### src/rtl/logic_ou_buffered_if.sv
`timescale 1ns/1ps
// Operand, result and (tied-off) LSQ signals of one OU slot.
// slave = the operation unit, master = the surrounding fabric / bench.
interface logic_ou_buffered_if #(
    parameter int WIDTH = 32
);
    logic [WIDTH-1:0] data_in1;
    logic [WIDTH-1:0] data_in2;
    logic             data_valid_in1;
    logic             data_valid_in2;
    logic             data_in_ack1;
    logic             data_in_ack2;
    logic             uses_data_in1;
    logic             uses_data_in2;
    logic [WIDTH-1:0] data_out;
    logic             data_valid_out;
    logic             data_out_ack;
    logic [WIDTH-1:0] addr;
    logic [WIDTH-1:0] data;
    logic [2:0]       fn3;
    logic             load;
    logic             store;
    logic             new_request;
    logic             lsq_full;
    logic [WIDTH-1:0] load_data;
    logic             load_complete;

    modport slave (
        input  data_in1, data_in2, data_valid_in1, data_valid_in2, data_out_ack,
               lsq_full, load_data, load_complete,
        output data_in_ack1, data_in_ack2, uses_data_in1, uses_data_in2,
               data_out, data_valid_out, addr, data, fn3, load, store, new_request
    );

    modport master (
        output data_in1, data_in2, data_valid_in1, data_valid_in2, data_out_ack,
               lsq_full, load_data, load_complete,
        input  data_in_ack1, data_in_ack2, uses_data_in1, uses_data_in2,
               data_out, data_valid_out, addr, data, fn3, load, store, new_request
    );
endinterface

### src/rtl/logic_ou_buffered.sv
`timescale 1ns/1ps
// Bitwise-logic OU with per-operand FIFOs and a registered result.
// Latency: operand ack in cycle N -> data_valid_out in cycle N+2; 1 result/cycle sustained.
// Backpressure: a held result stops FIFO pops; a full FIFO withholds its ack (no pass-through).

module logic_ou_fifo #(
    parameter int WIDTH = 32,
    parameter int DEPTH = 2
) (
    input  logic                     clk,
    input  logic                     rst_n,
    input  logic                     push,
    input  logic [WIDTH-1:0]         push_dat,
    input  logic                     pop,
    output logic [WIDTH-1:0]         head_dat,
    output logic [$clog2(DEPTH):0]   count
);
    localparam int PW = $clog2(DEPTH);

    logic [WIDTH-1:0] mem_q [DEPTH];
    logic [WIDTH-1:0] mem_d [DEPTH];
    logic [PW-1:0]    wr_ptr_q, wr_ptr_d;
    logic [PW-1:0]    rd_ptr_q, rd_ptr_d;
    logic [PW:0]      count_q, count_d;

    // Caller guarantees push only when not full and pop only when not empty.
    always_comb begin
        mem_d    = mem_q;
        wr_ptr_d = wr_ptr_q;
        rd_ptr_d = rd_ptr_q;
        count_d  = count_q;
        if (push) begin
            mem_d[wr_ptr_q] = push_dat;
            wr_ptr_d        = wr_ptr_q + PW'(1);
        end
        if (pop) begin
            rd_ptr_d = rd_ptr_q + PW'(1);
        end
        case ({push, pop})
            2'b10:   count_d = count_q + (PW+1)'(1);
            2'b01:   count_d = count_q - (PW+1)'(1);
            default: count_d = count_q;
        endcase
    end

    always_ff @(posedge clk or negedge rst_n) begin
        if (!rst_n) begin
            for (int i = 0; i < DEPTH; i++) begin
                mem_q[i] <= '0;
            end
            wr_ptr_q <= '0;
            rd_ptr_q <= '0;
            count_q  <= '0;
        end else begin
            mem_q    <= mem_d;
            wr_ptr_q <= wr_ptr_d;
            rd_ptr_q <= rd_ptr_d;
            count_q  <= count_d;
        end
    end

    assign head_dat = mem_q[rd_ptr_q];
    assign count    = count_q;
endmodule

module logic_ou_buffered #(
    parameter int               WIDTH      = 32,
    parameter int               FIFO_DEPTH = 2,
    parameter int               OP         = 0,
    parameter int               USE_CONST2 = 0,
    parameter logic [WIDTH-1:0] CONST2     = '0
) (
    input  logic            clk,
    input  logic            rst_n,
    logic_ou_buffered_if.slave ou
);
    localparam int          PW        = $clog2(FIFO_DEPTH);
    localparam logic [PW:0] DEPTH_C   = (PW+1)'(FIFO_DEPTH);
    localparam bit          CONST_OP2 = (USE_CONST2 != 0);

    if (OP < 0 || OP > 3) begin : g_bad_op
        $error("logic_ou_buffered: OP=%0d is not a supported operation", OP);
    end
    if (FIFO_DEPTH < 2 || (FIFO_DEPTH & (FIFO_DEPTH - 1)) != 0) begin : g_bad_depth
        $error("logic_ou_buffered: FIFO_DEPTH=%0d must be a power of 2 and >= 2", FIFO_DEPTH);
    end

    logic [PW:0]      count1, count2;
    logic [WIDTH-1:0] head1, head2, op2, result;
    logic             push1, push2, pop1, pop2;
    logic             head2_valid, out_free, fire;
    logic [WIDTH-1:0] data_out_q, data_out_d;
    logic             data_valid_out_q, data_valid_out_d;

    // Ack looks only at the current count, so a full FIFO stays unacked even while popping.
    assign push1 = ou.data_valid_in1 && (count1 < DEPTH_C);
    assign push2 = !CONST_OP2 && ou.data_valid_in2 && (count2 < DEPTH_C);

    logic_ou_fifo #(.WIDTH(WIDTH), .DEPTH(FIFO_DEPTH)) u_fifo1 (
        .clk      (clk),
        .rst_n    (rst_n),
        .push     (push1),
        .push_dat (ou.data_in1),
        .pop      (pop1),
        .head_dat (head1),
        .count    (count1)
    );

    logic_ou_fifo #(.WIDTH(WIDTH), .DEPTH(FIFO_DEPTH)) u_fifo2 (
        .clk      (clk),
        .rst_n    (rst_n),
        .push     (push2),
        .push_dat (ou.data_in2),
        .pop      (pop2),
        .head_dat (head2),
        .count    (count2)
    );

    assign head2_valid = CONST_OP2 || (count2 != '0);
    assign op2         = CONST_OP2 ? CONST2 : head2;
    assign out_free    = !data_valid_out_q || ou.data_out_ack;
    assign fire        = (count1 != '0) && head2_valid && out_free;
    assign pop1        = fire;
    assign pop2        = fire && !CONST_OP2;

    always_comb begin
        result = head1 & ~op2;
        case (OP)
            0:       result = head1 & op2;
            1:       result = head1 | op2;
            2:       result = head1 ^ op2;
            default: result = head1 & ~op2;
        endcase
    end

    always_comb begin
        data_out_d       = data_out_q;
        data_valid_out_d = data_valid_out_q;
        if (fire) begin
            data_out_d       = result;
            data_valid_out_d = 1'b1;
        end else if (ou.data_out_ack) begin
            data_valid_out_d = 1'b0;
        end
    end

    always_ff @(posedge clk or negedge rst_n) begin
        if (!rst_n) begin
            data_out_q       <= '0;
            data_valid_out_q <= 1'b0;
        end else begin
            data_out_q       <= data_out_d;
            data_valid_out_q <= data_valid_out_d;
        end
    end

    assign ou.data_out       = data_out_q;
    assign ou.data_valid_out = data_valid_out_q;
    assign ou.data_in_ack1   = push1;
    assign ou.data_in_ack2   = push2;
    assign ou.uses_data_in1  = 1'b1;
    assign ou.uses_data_in2  = !CONST_OP2;

    // This slot never issues memory requests.
    assign ou.addr        = '0;
    assign ou.data        = '0;
    assign ou.fn3         = '0;
    assign ou.load        = 1'b0;
    assign ou.store       = 1'b0;
    assign ou.new_request = 1'b0;

    logic unused_lsq;
    assign unused_lsq = ^{ou.lsq_full, ou.load_data, ou.load_complete};
endmodule

### src/flat_wrapper.sv
// flat-port wrapper written by rule: the top's interface ports become plain ports
module logic_ou_buffered_flat 
#(
    parameter int               WIDTH      = 32,
    parameter int               FIFO_DEPTH = 2,
    parameter int               OP         = 0,
    parameter int               USE_CONST2 = 0,
    parameter logic [WIDTH-1:0] CONST2     = '0
)
  (clk, rst_n, ou_data_in1, ou_data_in2, ou_data_valid_in1, ou_data_valid_in2, ou_data_out_ack, ou_lsq_full, ou_load_data, ou_load_complete, ou_data_in_ack1, ou_data_in_ack2, ou_uses_data_in1, ou_uses_data_in2, ou_data_out, ou_data_valid_out, ou_addr, ou_data, ou_fn3, ou_load, ou_store, ou_new_request);
  logic_ou_buffered_if #(.WIDTH(WIDTH)) ou_i ();
  input  logic clk;
  input  logic rst_n;
  input wire logic [$bits(ou_i.data_in1)-1:0] ou_data_in1;
  input wire logic [$bits(ou_i.data_in2)-1:0] ou_data_in2;
  input wire logic [$bits(ou_i.data_valid_in1)-1:0] ou_data_valid_in1;
  input wire logic [$bits(ou_i.data_valid_in2)-1:0] ou_data_valid_in2;
  input wire logic [$bits(ou_i.data_out_ack)-1:0] ou_data_out_ack;
  input wire logic [$bits(ou_i.lsq_full)-1:0] ou_lsq_full;
  input wire logic [$bits(ou_i.load_data)-1:0] ou_load_data;
  input wire logic [$bits(ou_i.load_complete)-1:0] ou_load_complete;
  output wire logic [$bits(ou_i.data_in_ack1)-1:0] ou_data_in_ack1;
  output wire logic [$bits(ou_i.data_in_ack2)-1:0] ou_data_in_ack2;
  output wire logic [$bits(ou_i.uses_data_in1)-1:0] ou_uses_data_in1;
  output wire logic [$bits(ou_i.uses_data_in2)-1:0] ou_uses_data_in2;
  output wire logic [$bits(ou_i.data_out)-1:0] ou_data_out;
  output wire logic [$bits(ou_i.data_valid_out)-1:0] ou_data_valid_out;
  output wire logic [$bits(ou_i.addr)-1:0] ou_addr;
  output wire logic [$bits(ou_i.data)-1:0] ou_data;
  output wire logic [$bits(ou_i.fn3)-1:0] ou_fn3;
  output wire logic [$bits(ou_i.load)-1:0] ou_load;
  output wire logic [$bits(ou_i.store)-1:0] ou_store;
  output wire logic [$bits(ou_i.new_request)-1:0] ou_new_request;
  assign ou_i.data_in1 = ou_data_in1;
  assign ou_i.data_in2 = ou_data_in2;
  assign ou_i.data_valid_in1 = ou_data_valid_in1;
  assign ou_i.data_valid_in2 = ou_data_valid_in2;
  assign ou_i.data_out_ack = ou_data_out_ack;
  assign ou_i.lsq_full = ou_lsq_full;
  assign ou_i.load_data = ou_load_data;
  assign ou_i.load_complete = ou_load_complete;
  assign ou_data_in_ack1 = ou_i.data_in_ack1;
  assign ou_data_in_ack2 = ou_i.data_in_ack2;
  assign ou_uses_data_in1 = ou_i.uses_data_in1;
  assign ou_uses_data_in2 = ou_i.uses_data_in2;
  assign ou_data_out = ou_i.data_out;
  assign ou_data_valid_out = ou_i.data_valid_out;
  assign ou_addr = ou_i.addr;
  assign ou_data = ou_i.data;
  assign ou_fn3 = ou_i.fn3;
  assign ou_load = ou_i.load;
  assign ou_store = ou_i.store;
  assign ou_new_request = ou_i.new_request;
  logic_ou_buffered #(.WIDTH(WIDTH), .FIFO_DEPTH(FIFO_DEPTH), .OP(OP), .USE_CONST2(USE_CONST2), .CONST2(CONST2)) u_core (.clk(clk), .rst_n(rst_n), .ou(ou_i));
endmodule
### config.mk
export PLATFORM = sky130hd
export DESIGN_NAME = logic_ou_buffered_flat
export DESIGN_NICKNAME = d
export VERILOG_FILES = /design/src/rtl/logic_ou_buffered_if.sv /design/src/rtl/logic_ou_buffered.sv /design/src/flat_wrapper.sv
export SDC_FILE = /design/constraint.sdc
export NUM_CORES = 1
export LEC_CHECK = 0
export ABC_AREA = 1
export CAP_MARGIN = 20
export CELL_PAD_IN_SITES_DETAIL_PLACEMENT = 0
export CELL_PAD_IN_SITES_GLOBAL_PLACEMENT = 2
export CORE_ASPECT_RATIO = 1.25
export CORE_MARGIN = 3
export CORE_UTILIZATION = 29
export CTS_BUF_LIST = sky130_fd_sc_hd__clkbuf_16
export DETAILED_ROUTE_END_ITERATION = 8
export HOLD_SLACK_MARGIN = 0.05
export PLACE_DENSITY_LB_ADDON = 0.1
export SYNTH_ARGS = -nofsm -noshare
export SYNTH_HDL_FRONTEND = slang
export SYNTH_SLANG_ARGS = --single-unit
### constraint.sdc
create_clock -name clk -period 2 [get_ports clk]
set_input_delay 0.4 -clock clk [delete_from_list [all_inputs] [get_ports clk]]
set_output_delay 0.4 -clock clk [all_outputs]
set_load 0.01 [all_outputs]
Word level (Yosys, flattened, before mapping)
Index checks and enable logic that the tools add are counted.
{"block": "word_totals", "out_inout_bits": 107, "inputBits": 103, "register_bits": 169}
{"block": "op_classes", "n_addsub": 8, "n_bitwise": 5, "n_reduce_logical": 13, "order_cmp": 8, "eq_ne": 4, "mux": 16}
{"cell": "32-bit 2-to-1 mux", "count": 8}
{"cell": "64-bit bitwise mux", "count": 2}
{"cell": "32-bit demux with 1-bit select", "count": 2}
{"cell": "32-bit bitwise AND", "count": 1}
{"cell": "2-bit nonzero test", "count": 5}
{"cell": "2-bit greater-or-equal comparator (second input constant)", "count": 4}
{"cell": "1-bit inverter with 2-bit output", "count": 4}
{"cell": "2-bit case mux with 2 select lines", "count": 2}
{"cell": "1-bit logical AND", "count": 6}
{"cell": "1-bit adder (second input constant)", "count": 4}
{"cell": "2-bit by 1-bit adder with 2-bit output (second input constant)", "count": 2}
{"cell": "2-bit by 1-bit == test with 1-bit output (second input constant)", "count": 2}
{"cell": "2-bit == test (second input constant)", "count": 2}
{"cell": "2-bit by 1-bit < comparator with 1-bit output (second input constant)", "count": 2}
{"cell": "2-bit < comparator (second input constant)", "count": 2}
{"cell": "2-bit by 1-bit subtractor with 2-bit output (second input constant)", "count": 2}
{"cell": "1-bit 2-to-1 mux", "count": 2}
{"cell": "1-bit logical NOT", "count": 1}
{"cell": "1-bit logical OR", "count": 1}

Logic depth before layout (Yosys ltp)
{"block": "depth", "ltp_word": 6, "ltp_mapped": 10}

By module
Synthesis repeated with hierarchy kept, for this count alone.
{"block": "unflattened", "hier_cells": 1018, "area_unflattened_um2": 8400.6}
{"mod": "logic_ou_fifo", "cells_each": 362, "area_per_inst_um2": 3085.5, "n_inst": 2}
{"mod": "logic_ou_buffered", "cells_each": 294, "area_per_inst_um2": 2229.6, "n_inst": 1}

Least setup slack after synthesis
No wires, ideal clock.
{"block": "synth_timing", "kind": "register -> register", "from": "reg u_core.u_fifo2.count_q[1] (netlist: u_core.u_fifo2.count[1])", "to": "reg u_core.u_fifo1.count_q[1] (netlist: u_core.u_fifo1.count[1])", "synth_period_minus_slack_ns": 1.504, "t_arrival_ns": 1.387, "path_stages_with_launch": 10, "n_path_buf": 1, "slack_ns": 0.496, "cell_sequence": "dfrtp_1 > inv_2 > nand2_2 > nand2_4 > nor2_8 > buf_6 > ha_1 > or2_2 > nand4_1 > nand2_1"}
{"block": "synth_between", "elab_chain_len": 5}
{"element": "start, declared", "line_no": "logic_ou_buffered.sv:24", "source": "logic [PW:0] count_q, count_d;"}
{"element": "start signal, assigned", "line_no": "logic_ou_buffered.sv:58", "source": "count_q <= count_d;"}
{"element": "2-bit nonzero test *", "line_no": "logic_ou_buffered.sv:119", "source": "assign head2_valid = CONST_OP2 || (count2 != '0);"}
{"element": "1-bit logical AND * (2 in series)", "line_no": "logic_ou_buffered.sv:122", "source": "assign fire = (count1 != '0) && head2_valid && out_free;"}
{"element": "2-bit by 1-bit == test with 1-bit output or 2-bit == test (tied branches)", "line_no": "logic_ou_buffered.sv:39", "source": "case ({push, pop})"}
{"element": "2-bit case mux with 2 select lines or 2-bit nonzero test (tied branches)"}
{"element": "end signal, assigned", "line_no": "logic_ou_buffered.sv:58"}
{"element": "end, declared", "line_no": "logic_ou_buffered.sv:24"}
Mark *: on every way between the ends. The rest lies on a longest branch, timed or not.
A chain may end at the register's enable or synchronous reset.

Worst setup path in the final report
{"block": "layout_timing", "from": "reg u_core.data_out_q[1] (netlist: u_core.ou.data_out[1])", "to": "out ou_data_out[1]"}
{"element": "start, declared", "line_no": "logic_ou_buffered.sv:92", "source": "logic [WIDTH-1:0] data_out_q, data_out_d;"}
{"element": "start signal, assigned", "line_no": "logic_ou_buffered.sv:152", "source": "data_out_q <= data_out_d;"}
{"element": "end, declared", "line_no": "flat_wrapper.sv:26", "source": "output wire logic [$bits(ou_i.data_out)-1:0] ou_data_out;"}
No word-level cell between the ends.

==> key figures <==
Hold path
  • Worst hold path class: register to register
  • Hold path depth: 2
  • Worst Hold Launch: u_core.ou.data_out[9]$_DFFE_PN0P_

Floorplanning
  • Initial Utilization: 29.8%
  • Core Region: 29600 um^2
  • Die area: between 30000 and 40000 um^2
  • Die W: 162 um
  • Rows: 70
  • # IOs: 210
  • Die height: 201 um

Timing
  • Slew @ Worst Pin: 0.522 ns
  • Post-Route Setup TNS: 0 ns
  • Max Slew Vio Count: 0
  • Clock Skew: 0.0179 ns
  • Max Clock Freq: 0.558 GHz
  • RSZ-0062 raised after global routing: no
  • Relative slew slack: between 60% and 70%
  • Final hold viol count: 0
  • Count of final setup violators: 0
  • Hold_ws: ~0.48 ns
  • Tcrit/Tclk final: around 90%
  • Minimum clock period: 1.79 ns

Global route
  • Initial antenna violation count: 0
  • Vias in the first global route: 6435
  • GRT Overall Usage: 13.6%
  • First-pass GRT wire length: 34.7 mm
  • Remaining Overflow, GRT: 0
  • Largest net degree at the start of global routing: 46

Power and ir drop
  • Total power: 15.8 mW
  • Peak VDD IR: 0.548 mV
  • PD cells: ~1500 nW/um^2
  • Pleak: 5.78 nW

Yosys
  • Ys flop type: dfrtp_1
  • Ys async rst share: between 90% and 100%
  • Yosys top cell by area: dfrtp_1
  • Seq/Total Area, Yosys: 47.9%
  • Post-synth EDFFs: 0
  • FF+latch count, synth: 169
  • Top-count cell post-synth: nand2_1
  • Syn Std Cell Area: 8830 um^2
  • Share of the synthesized area in the top cell type: 47.9%
  • Synth top area cells: dfrtp_1 48%, nand2_1 17%, inv_1 8.5%
  • Mapped Cells: roughly 1100
  • Post-synth top cells: 399 x nand2_1, 199 x inv_1, 169 x dfrtp_1
  • Yosys warnings: 0
  • Netlist cell types: 25
  • Syn avg cell area: 7.93 um^2

Route
  • Drt via density: ~3.9
  • Drt total wl: 21.2 mm
  • DRC errors left: 0
  • Avg WL per Cell: 13.1 um
  • ANT nets after route: 0
  • DRT iter0 DRCs: 285
  • First-pass DRT Iterations: 4
  • Via count: 6363

Clock tree
  • CTS Buf Count: 17
  • CTS tree: yes
  • CTS clk-pin slew, worst paths: 0.07 ns
  • CTS sink count: 169
  • CTS root buf: clkbuf_16
  • Maximum clock insertion buffer count: 2
  • H-tree depth: 4
  • Clock latency on the worst-skew pair: approximately 0.44 ns

Critical path
  • Family with the most delay on the worst path: buffers and inverters
  • Stages on worst setup path: 1
  • CP Cell Sequence: clkdlybuf4s50_1
  • Worst EP arrival: 1.39 ns
  • R2R Path Start: u_core.u_fifo1.rd_ptr_q$_DFFE_PN0P_
  • Max incr delay on CP: 0.56 ns
  • Crit Path Category: register to output port
  • Worst R2R Path Depth: 7
  • Worst-path fanout max: 2
  • CP endpoint kind: output port
  • Startpoint types: register
  • Crit path launch: u_core.ou.data_out[1]$_DFFE_PN0P_
  • Req. time, crit path: 1.60 ns
  • CP Buf/Inv Count: 1
  • Slowest CP cell: clkdlybuf4s50_1

Cells and area
  • Synth-to-Final Area Change: 20.7%
  • Final non-filler cell total: 1625
  • Layout cells sized above 1: 13.6%
  • Inserted Diodes: 0
  • Final net count: 1321
  • Post-route cell area: about 11000 um^2

Place
  • Post-DP Area: 10100 um^2
  • Post-DP HPWL: 14.6 mm
  • RePlAce Congestion: around 0.69
  • Dpl cells: 1590
  • Port bufs: 103

Run
  • Max cap viols: 0

Run status
  • Status: completed
## placed cells by master (no fill, tap or decap), drive strengths merged
cell           Yosys  routed
nand2            443     443
inv              206     209
dfrtp            169     169
o21ai            128     128
clkdlybuf4s50      0     100
conb               2      72
nor2              37      37
buf              114      29
clkbuf             4      17
clkinv             0      10
xnor2              2       2
or2                2       2
nand3              2       2
nand4              2       2
ha                 2       2
clkinvlp           0       1
bufinv             0       1
dlygate4sd3        0       1
dlygate4sd2        0       1
dlymetal6s2s       0       1
## sequential cells by signal, indices dropped and copies added (netlist names), 2 cells and up
| register | count |
|---|---|
| u_core.u_fifo1.mem_q | 64 |
| u_core.u_fifo1.count | 2 |
| u_core.u_fifo2.mem_q | 64 |
| u_core.u_fifo2.count | 2 |
| u_core.ou.data_out | 32 |
## logic make-up (layout without fill, tap and decap cells)
logic type / Yosys count / after routing / share of synthesized area, %
flip-flops: 169 / 169 / 47.9
adder cells (fa/ha/maj): 2 / 2 / 0.283
AO/OA/AOI/OAI: 128 / 128 / 9.60
XOR/XNOR: 2 / 2 / 0.198
AND/OR/NAND/NOR: 486 / 486 / 22.7
buffers and inverters: 324 / 370 / 19.2
other: 2 / 72 / 0.0851
## layout make-up
class                           instances  area (um^2)
Clock buffer                           17          425
Clock inverter                         15          114
Fill cell                            3227        19000
Inverter                              206          778
Multi-Input combinational cell        690         3170
Sequential cell                       169         4230
Tap cell                              396          495
Timing Repair Buffer                  132         1440
## path summary, 6_finish.rpt
kind,end,slack (ns)
setup / recovery,ou_data_out[1],0.21
hold / removal,u_core.ou.data_out[9]$_DFFE_PN0P_,0.48
setup reg to reg,u_core.ou.data_out[18]$_DFFE_PN0P_,0.44
hold reg to reg,u_core.ou.data_out[9]$_DFFE_PN0P_,0.48
max in group asynchronous,u_core.u_fifo1.mem_q[55]$_DFFE_PN0P_,0.87
min in group asynchronous,u_core.ou.data_valid_out$_DFFE_PN0P_,0.49
## power breakdown
part	internal, mW	switching [mW]
clock	1.69	1.43
combinational	2.81	4.14
sequential	4.93	0.821
## what timing repair did
item	CTS	global route
buffers inserted	2	0
gates cloned	0	0
resized for setup	1	1
endpoints found under the hold margin	40	0
setup endpoints to repair	2	1
hold buffers	1	0
## metal layers
layer / track usage [%] / vias to the layer above / share of wire [%] / wire length, um
met1: 17.2 / 2897 / 45 / 9510
met4: 3.75 / 0 / 1.3 / 272
li1: - / 3331 / - / -
met3: 2.70 / 17 / 3.6 / 755
met2: 23.6 / 118 / 50 / 10700
met5: 0 / - / 0 / 0
## stage by stage
stage	worst slack, ns	util [%]
finish	0.209	36.0
global route	0.161	36.0
CTS	0.0141	36.0
detailed placement	0.0335	34.1
global placement	0.0421	34.1
floorplan	0.496	-
No activity file was read; power rests on OpenSTA's default activity.
